$ cat src/rtl/gray_pkg.sv
// Shared Gray-code helpers and types for the gray_counter encode path
// and its matching receivers.
package gray_pkg;

   localparam int DEFAULT_WIDTH = 4;

   typedef enum logic {CNT_UP, CNT_DOWN} cnt_dir_e;

   function automatic logic [15:0] bin2gray(input logic [15:0] b);
      return b ^ (b >> 1);
   endfunction

   // Each binary bit is the XOR of every Gray bit at or above it, so walk down from the MSB.
   function automatic logic [15:0] gray2bin(input logic [15:0] g);
      logic [15:0] b;
      b[15] = g[15];
      for (int i = 14; i >= 0; i--) begin
         b[i] = b[i+1] ^ g[i];
      end
      return b;
   endfunction

endpackage

$ cat src/rtl/bin_to_gray.sv
// Combinational binary-to-Gray encoder; mirror of the Gray-to-binary converter.
module bin_to_gray #(
   parameter int WIDTH = 4
) (
   input  logic [WIDTH-1:0] bin,
   output logic [WIDTH-1:0] gray
);

   assign gray = bin ^ (bin >> 1);

endmodule

$ cat src/rtl/gray_counter.sv
// Binary counter with a registered, glitch-free Gray-code output for CDC FIFO pointers.
// Define GRAY_CNT_UPDOWN_EN to add the dir input and down-counting.
module gray_counter
   import gray_pkg::*;
#(
   parameter int               WIDTH   = DEFAULT_WIDTH,
   parameter logic [WIDTH-1:0] RST_VAL = '0
) (
   input  logic             clk,
   input  logic             rst_n,
   input  logic             en,
   input  logic             load,
   input  logic [WIDTH-1:0] load_val,
`ifdef GRAY_CNT_UPDOWN_EN
   input  logic             dir,
`endif
   output logic [WIDTH-1:0] bin_out,
   output logic [WIDTH-1:0] gray_out,
   output logic             wrap
);

   localparam logic [WIDTH-1:0] ALL_ONES = {WIDTH{1'b1}};
   localparam logic [WIDTH-1:0] RST_GRAY = RST_VAL ^ (RST_VAL >> 1);

   logic [WIDTH-1:0] next_bin;
   logic [WIDTH-1:0] next_gray;
   logic             next_wrap;

   // Wrap is judged from the value being left, so no carry flop is needed.
   always_comb begin
      next_bin  = bin_out;
      next_wrap = 1'b0;
      if (load) begin
         next_bin = load_val;
      end else if (en) begin
`ifdef GRAY_CNT_UPDOWN_EN
         if (cnt_dir_e'(dir) == CNT_DOWN) begin
            next_bin  = bin_out - WIDTH'(1);
            next_wrap = (bin_out == '0);
         end else begin
            next_bin  = bin_out + WIDTH'(1);
            next_wrap = (bin_out == ALL_ONES);
         end
`else
         next_bin  = bin_out + WIDTH'(1);
         next_wrap = (bin_out == ALL_ONES);
`endif
      end
   end

   // Encoding the next value keeps gray_out a plain flop output with no decode glitches.
   bin_to_gray #(
      .WIDTH (WIDTH)
   ) u_bin_to_gray (
      .bin  (next_bin),
      .gray (next_gray)
   );

   always_ff @(posedge clk) begin
      if (!rst_n) begin
         bin_out  <= RST_VAL;
         gray_out <= RST_GRAY;
         wrap     <= 1'b0;
      end else begin
         bin_out  <= next_bin;
         gray_out <= next_gray;
         wrap     <= next_wrap;
      end
   end

endmodule

$ cat config.mk
export PLATFORM = sky130hd
export DESIGN_NAME = gray_counter
export DESIGN_NICKNAME = d
export VERILOG_FILES = /design/src/rtl/gray_pkg.sv /design/src/rtl/bin_to_gray.sv /design/src/rtl/gray_counter.sv
export SDC_FILE = /design/constraint.sdc
export NUM_CORES = 1
export LEC_CHECK = 0
export ABC_AREA = 1
export ABC_CLOCK_PERIOD_IN_PS = 1700
export BUFFER_PORTS_ARGS = -buffer_cell sky130_fd_sc_hd__buf_2
export CAP_MARGIN = 30
export CORE_AREA = 2 2 39 41
export CTS_CLUSTER_DIAMETER = 200
export DETAILED_ROUTE_END_ITERATION = 12
export DIE_AREA = 0 0 41 43
export GPL_TIMING_DRIVEN = 0
export PLACE_DENSITY_LB_ADDON = 0.08
export RECOVER_POWER = 25
export SLEW_MARGIN = 20
export SYNTH_ARGS = -nofsm -noshare
export SYNTH_HDL_FRONTEND = slang
export SYNTH_SLANG_ARGS = --single-unit
$ cat constraint.sdc
create_clock -name clk -period 1.7 [get_ports clk]
set_clock_uncertainty 0.15 [all_clocks]
set_input_delay 0.085 -clock clk [delete_from_list [all_inputs] [get_ports clk]]
set_output_delay 0.085 -clock clk [all_outputs]
set_load 0.1 [all_outputs]
==> results by group, run 1 <==
STA
  • Tmin final: around 1.6 ns
  • Max_slew headroom: ~64%
  • Final hold violations: 0
  • RSZ-0062 raised after global routing: no
  • Endpoints failing setup: 0
  • WHS: around 0.021 ns
  • Crit share post-route: 91.6%
  • Fmax: about 640 MHz
  • Worst-Margin Slew: ~0.54 ns
  • Slew Viols, Final: 0
  • Setup TNS Final: 0 ns

Routing
  • DRT antenna net count: 0
  • Final WL: around 810 um
  • DRC marker count from the first detailed-route iteration: 7
  • Drt first pass iters: 4
  • Residual DRC: 0
  • Vias: just over 400
  • DR vias/cell: 4.35
  • Wire length per cell: between 8 and 9 um

Finish
  • Fillers: ~160
  • Layout cells sized above 1: between 30% and 40%
  • Synth-to-layout area growth: 41.4%
  • Util after Layout: 38.9%
  • Number of inserted diodes: 0
  • Design area: ~540 um2
  • Final net count: 90
  • Multi-input combinational cell area: about 180 um2
  • Register Area: 165 um2

Critical path
  • WP data arrival: 1.60 ns
  • Crit path max fanout: 6
  • R2R Setup Slk: 0.15 ns
  • RR Endpoint: wrap$_SDFF_PP0_
  • CP Capture Type: flip-flop
  • Setup CP Type: primary input to flip-flop
  • Top delay family on crit path: buffers and inverters
  • CP Launch Type: primary input
  • CP dominant cell by count: dlygate4sd3_1
  • Critical Path RT: around 1.8 ns
  • Biggest cell delay along the critical path: roughly 0.57 ns
  • Buf/Inv on CP: 3
  • Reg-to-reg startpoint: bin_out[0]$_SDFF_PN0_
  • Worst r2r path cells: 4
  • Slowest cell on crit path: dlygate4sd3_1
  • CP cell instances: dlygate4sd3_1 > buf_2 > nor4_1 > dlygate4sd3_1

Job
  • Max_cap viols: 0

Die
  • Die ar.: ~1800 um2
  • Core ar.: about 1400 um2
  • Starting Density: approximately 27%
  • Row count: 14
  • Die height: between 40 and 50 um
  • Die Width: just over 40 um
  • I/O pins: 17

Power and ir drop
  • Net Sw Frac: about two fifths
  • Ratio of total power to cell area: slightly above 1000 nW/um2
  • Leak pwr: ~0.31 nW
  • Comb pwr share: 34.9%
  • Internal: roughly 320 uW
  • Worst vdd ir: 0.474 mV
  • Sw Pwr: roughly 220 uW
  • Sequential share of power: 38.7%
  • Clk pwr share: between 20% and 30%

Global route
  • Largest net degree at the start of global routing: 7
  • Met3 usage: 4.71%
  • Initial antenna violation count: 0
  • GRT overflow: 0
  • Met2 Track Usage GR: 15.6%
  • Vias in the first global route: 355
  • Global routing's busiest layer: met2
  • Global-route wire length before repair: ~1.4 mm
  • Gr usage total: 11.9%
  • M1 GR Usage: between 10% and 20%

Clock network
  • Root buffer cell: clkbuf_4
  • Clk_lat worst skew: between 0.2 and 0.3 ns
  • H-tree depth: 1
  • Num Clock Sinks: 8
  • Reg clk slew, reported paths: about 0.060 ns
  • TritonCTS buffer count: 3
  • Clk buf depth: 2
  • CTS tree: built

Place
  • Placed cell areas: ~490 um2
  • IO Port Bufs: 16
  • DP HPWL: approximately 640 um
  • GPL Wtd Cong: slightly above 0.7

Min path
  • WHS Path Cells: 4
  • Hold path startpoint: load_val[3]
  • Hold Path Class: primary input to flip-flop
  • Worst hold endpoint: bin_out[3]$_SDFF_PN0_

Synthesis
  • Syn Nets: 66
  • Syn Area/Cell: 6.67 um2
  • Gate Count Post-Synth: 57
  • Yosys warns: 0
  • Cell variety after synth: 14
  • Register bit count reported by yosys: 8
  • Synthesized area: ~380 um2
  • Sequential area share after synthesis: 42.1%

Outcome
  • Status: finished, final reports clean
logic make-up (layout without fill, tap and decap cells):
| family | after synthesis | in the layout | share of synthesized area (%) |
|---|---|---|---|
| simple gates | 32 | 32 | 34.9 |
| buf+inv | 11 | 33 | 11.8 |
| flops | 8 | 8 | 42.1 |
| compound gates | 5 | 5 | 7.89 |
| fa+ha+maj | 1 | 1 | 3.29 |
power groups by stage:
stage	registers (mW)	logic [mW]	clock network (mW)
2_1_floorplan	0.318	0.0511	0
3_3_place_gp	0.215	0.189	0
3_5_place_dp	0.215	0.188	0
4_1_cts	0.211	0.192	0.154
5_1_grt	0.213	0.204	0.166
6_report	0.211	0.191	0.144
state kept, by name, summed over array words and instances (netlist names):
register,flops
wrap,1
bin_out,4
gray_out,3
how the worst max path moves through the flow:
stage | start | endpoint | cells after the start | slack, ns
after floorplan | bin_out[0]$_SDFF_PN0_ | gray_out[2]$_SDFF_PN0_ | 8 | 0.06
final | load | wrap$_SDFF_PP0_ | 4 | 0.14
after detailed placement | bin_out[0]$_SDFF_PN0_ | gray_out[0]$_SDFF_PN0_ | 7 | 0.37
after CTS | bin_out[0]$_SDFF_PN0_ | wrap$_SDFF_PP0_ | 4 | 0.15
after global placement | bin_out[0]$_SDFF_PN0_ | gray_out[0]$_SDFF_PN0_ | 7 | 0.35
after global routing | bin_out[0]$_SDFF_PN0_ | wrap$_SDFF_PP0_ | 4 | 0.02
layout make-up:
type | count | share of cell area (%)
flip-flops and latches | 8 | 30.7
multi-input cells | 38 | 32.6
repair buffers | 19 | 20.5
plain buffers | 1 | 1.40
inverters | 10 | 6.98
clock buffers | 3 | 4.19
well taps | 16 | 3.72
cells in the mapped netlist, drive strengths merged:
library cell	instances	area (um2)
a22oi	2	15.0
buf	1	7.51
dfxtp	8	160
ha	1	12.5
inv	10	37.5
nand2	20	77.6
nand3	4	20.0
nor2	6	22.5
nor4	1	6.26
o21ai	3	15.0
or2	1	6.26
worst min-delay path, stage by stage:
cell and delay [ns]:
buf_2 0.08, or2_1 0.08, nand2_1 0.06, nor2_1 0.07
metal layers:
layer	vias up	share of wire [%]
met3	2	7.2
met4	0	1.2
li1	224	-
met5	-	0
met2	12	44
met1	175	47
layout by cell type (no fill, tap or decap):
master         instances
nand2_2                1
ha_1                   1
dlygate4sd3_1          3
dfxtp_1                4
buf_4                  1
nand2_1               19
nor4_1                 1
inv_2                  2
clkbuf_2               4
o21ai_1                2
a22oi_1                2
inv_1                  8
or2_1                  1
clkbuf_4               3
dfxtp_2                4
nand3_1                4
o21ai_0                1
nor2_1                 6
buf_2                 12
repair_timing:
item                      in CTS  in global routing
hold endpoints to repair       6                  0
gates resized for setup        0                  0
setup buffers                  0                  0
hold buffers                   3                  0
stage by stage:
stage	setup WS [ns]	power [mW]	instances
after floorplan	0.0591	0.369	57
after global placement	0.347	0.404	89
after detailed placement	0.374	0.403	89
after CTS	0.154	0.557	95
after global routing	0.0221	0.583	95
final	0.143	0.546	95
(Power assumes the default switching activity.)
==> run 2, diff against run 1 <==
--- a/config.mk
+++ b/config.mk
@@ -5,7 +5,7 @@
 export SDC_FILE = /design/constraint.sdc
 export NUM_CORES = 1
 export LEC_CHECK = 0
-export ABC_AREA = 1
+export ABC_AREA = 0
 export ABC_CLOCK_PERIOD_IN_PS = 1700
 export BUFFER_PORTS_ARGS = -buffer_cell sky130_fd_sc_hd__buf_2
 export CAP_MARGIN = 30
==> constraint.sdc (replaced) <==
create_clock -name clk -period 1.7 [get_ports clk]
set_clock_uncertainty 0.15 [all_clocks]
set_input_delay 0.085 -clock clk [delete_from_list [all_inputs] [get_ports clk]]
set_output_delay 0.085 -clock clk [all_outputs]
set_load 0.05 [all_outputs]
==> results by group, run 2 <==
STA
  • WHS: between 0.05 and 0.06 ns
  • Crit share post-route: just under 100%
  • Tmin final: about 1.7 ns
  • Max_slew headroom: between 60% and 70%
  • Fmax: between 600 and 700 MHz
  • Final hold violations: 0
  • Slew Viols, Final: 0
  • Endpoints failing setup: 0
  • Worst-Margin Slew: 0.588 ns

Synthesis
  • Post-synth top area cell: dfxtp_1
  • Yosys warns: 0
  • Top post-synthesis cells by area: dfxtp_1 (44%), mux2_2 (9.4%), nor2_1 (6.3%), xnor2_1 (4.9%), xor2_1 (4.9%)
  • Post-synthesis xor/xnor area fraction: under 10%
  • Syn Area/Cell: around 10 um2
  • Largest family of logic cells by synthesized area: simple AND/OR/NAND/NOR gates
  • Sequential area share after synthesis: 44.4%
  • Register bit count reported by yosys: 8
  • Synth top area share: between 40% and 50%
  • Adder-Cell Fraction of Synth Area: between 3 and 4%
  • EDFF count, synth: 0
  • Cell variety after synth: 19
  • Commonest cells post-synth: dfxtp_1 (8), nor2_1 (6), mux2_2 (3)
  • Gate Count Post-Synth: 35
  • Most numerous cell in the Yosys netlist: dfxtp_1
  • Compound-Gate Fraction of Synth Area: under 10%
  • Syn Nets: 44
  • Synth async-reset ratio: 0%
  • Simple-gate share of the synthesized area: a little under a fifth
  • Top_reg_cell synth: dfxtp_1
  • Synthesized area: roughly 360 um2
  • Mux contribution to synthesized area: 16.0%

Routing
  • DRC marker count from the first detailed-route iteration: 1
  • DRT antenna net count: 0
  • DR vias/cell: approximately 4.4
  • Vias: approximately 330
  • Drt first pass iters: 2
  • Residual DRC: 0
  • Final WL: 811 um
  • Wire length per cell: around 11 um

Critical path
  • Setup CP Type: flip-flop to flip-flop
  • Slowest cell on crit path: dfxtp_4
  • CP cell instances: ha_2 > nor4bb_1 > a221o_1 > and2_4 > mux2_2
  • Top delay family on crit path: flip-flops
  • Buf/Inv on CP: 0
  • R2R Setup Slk: roughly 0.04 ns
  • CP Capture Type: flip-flop
  • Crit. path cell count: 5
  • Reg-to-reg startpoint: bin_out[0]$_SDFF_PN0_
  • Biggest cell delay along the critical path: around 0.36 ns
  • CP Launch Type: flip-flop
  • WP data arrival: roughly 1.6 ns
  • Critical Path RT: about 1.7 ns
  • Worst r2r path cells: 5
  • RR Endpoint: gray_out[2]$_SDFF_PN0_
  • Crit path max fanout: 4

Power and ir drop
  • Net Sw Frac: 33.5%
  • Worst vdd ir: ~0.33 mV
  • Sw Pwr: approximately 180 uW
  • Leak pwr: around 0.25 nW
  • Total power: ~520 uW
  • Ratio of total power to cell area: a little under 1000 nW/um2
  • Sequential share of power: between 40% and 50%
  • Internal: around 350 uW
  • Clk pwr share: 29.9%
  • Comb pwr share: between 20% and 30%

Global route
  • Global-route wire length before repair: ~1.2 mm
  • M1 GR Usage: 12.3%
  • Met3 usage: around 3.1%
  • Met2 Track Usage GR: between 10 and 15%
  • Vias in the first global route: between 300 and 400
  • Gr usage total: between 10% and 20%
  • Largest net degree at the start of global routing: 7
  • Global routing's busiest layer: met2
  • Initial antenna violation count: 0
  • GRT overflow: 0

Clock network
  • CTS tree: built
  • Clk buf depth: 2
  • Clk_lat worst skew: roughly 0.25 ns
  • Root buffer cell: clkbuf_4
  • TritonCTS buffer count: 3
  • H-tree depth: 1
  • Reg clk slew, reported paths: approximately 0.060 ns
  • Num Clock Sinks: 8

Place
  • DP HPWL: between 500 and 600 um
  • IO Port Bufs: 15
  • Dpl cells: between 60 and 70
  • GPL Wtd Cong: between 0.6 and 0.7

Finish
  • Top reg by flops: bin_out
  • Max reg flops: 4
  • Final net count: a little under 70
  • Layout cells sized above 1: 44.1%
  • Synth-to-layout area growth: 51.0%
  • Most frequent cells in the layout: buf_2 (13), nor2_1 (6), dfxtp_1 (6)
  • Top flop regs: bin_out (4), gray_out (3), wrap (1)
  • Final std cells w/o fill: 75
  • Most common cell after layout, fill and taps aside: buf_2
  • Number of inserted diodes: 0

Die
  • Starting Density: a little over a quarter
  • Die Width: 41 um
  • Core ar.: 1380 um2
  • Row count: 14
  • I/O pins: 17
  • Die height: about 43 um
  • Die ar.: 1760 um2

Min path
  • Hold Path Class: primary input to flip-flop
  • WHS Path Cells: 3
  • Worst hold endpoint: bin_out[3]$_SDFF_PN0_
  • Hold path startpoint: load_val[3]

Job
  • Max_cap viols: 0

Outcome
  • Status: finished, final reports clean
-- run 2: cell count changes in the layout (fill, tap and decap cells not counted), moves of 3 or more --
| cell | change |
|---|---|
| nand3_1 | -3 |
| clkbuf_1 | +4 |
| clkbuf_2 | -4 |
| nand2_1 | -18 |
| mux2_2 | +3 |
| dfxtp_2 | -4 |
| inv_1 | -7 |
-- run 2: kinds of logic after synthesis --
kind of cell,count (synthesis)
adder cells (fa/ha/maj),1
XOR/XNOR,4
flip-flops,8
AND/OR/NAND/NOR,13
multiplexers,5
buffers and inverters,3
AO/OA/AOI/OAI,1
-- run 2: per-stage QoR --
stage	area, um2	utilization [%]	setup WS [ns]	TNS (ns)
final	544	39.3	0.0391	0
after CTS	533	38.5	0.0150	0
after floorplan	372	-	0.00664	0
after detailed placement	467	33.7	0.0442	0
after global routing	544	39.3	-0.00570	-0.00570
after global placement	467	33.7	0.0409	0
-- run 2: cell type report --
type                    count  area (um2)
fillers                   159         840
multi-input cells          24         195
flip-flops and latches      8         168
repair buffers             20         119
clock buffers               4        26.3
well taps                  16        20.0
plain buffers               2        12.5
inverters                   1        3.75
-- run 2: power groups by stage --
stage                     clock, mW  sequential (mW)  combinational, mW
after floorplan                   0            0.273             0.0535
after global placement            0            0.217              0.142
after detailed placement          0            0.217              0.142
after CTS                     0.167            0.213              0.150
after global routing          0.170            0.216              0.166
final                         0.157            0.213              0.155
-- run 2: worst register-to-register path: stages, from the launching register on --
cell	delay [ns]
dfxtp_4	0.36
ha_2	0.18
nor4bb_1	0.13
a221o_1	0.31
and2_4	0.17
mux2_2	0.25
-- run 2: worst max path at each step --
stage,from,end,slack [ns]
CTS,bin_out[0]$_SDFF_PN0_,gray_out[2]$_SDFF_PN0_,0.01
floorplan,bin_out[0]$_SDFF_PN0_,gray_out[2]$_SDFF_PN0_,0.007
global placement,bin_out[0]$_SDFF_PN0_,gray_out[2]$_SDFF_PN0_,0.04
detailed placement,bin_out[0]$_SDFF_PN0_,gray_out[2]$_SDFF_PN0_,0.04
global route,bin_out[0]$_SDFF_PN0_,gray_out[2]$_SDFF_PN0_,-0.006
finish,bin_out[0]$_SDFF_PN0_,gray_out[2]$_SDFF_PN0_,0.04
-- run 2: repair_timing --
item,4_1_cts,5_1_grt
setup endpoints to repair,0,2
hold buffers,4,0
resized for setup,0,1
endpoints found under the hold margin,5,0
setup buffers,0,1
-- run 2: layer usage --
layer  vias to the layer above  wire length (um)
li1                        166                 -
met1                       155               322
met2                        10               409
met3                         2                68
met4                         0                10
met5                         -                 0
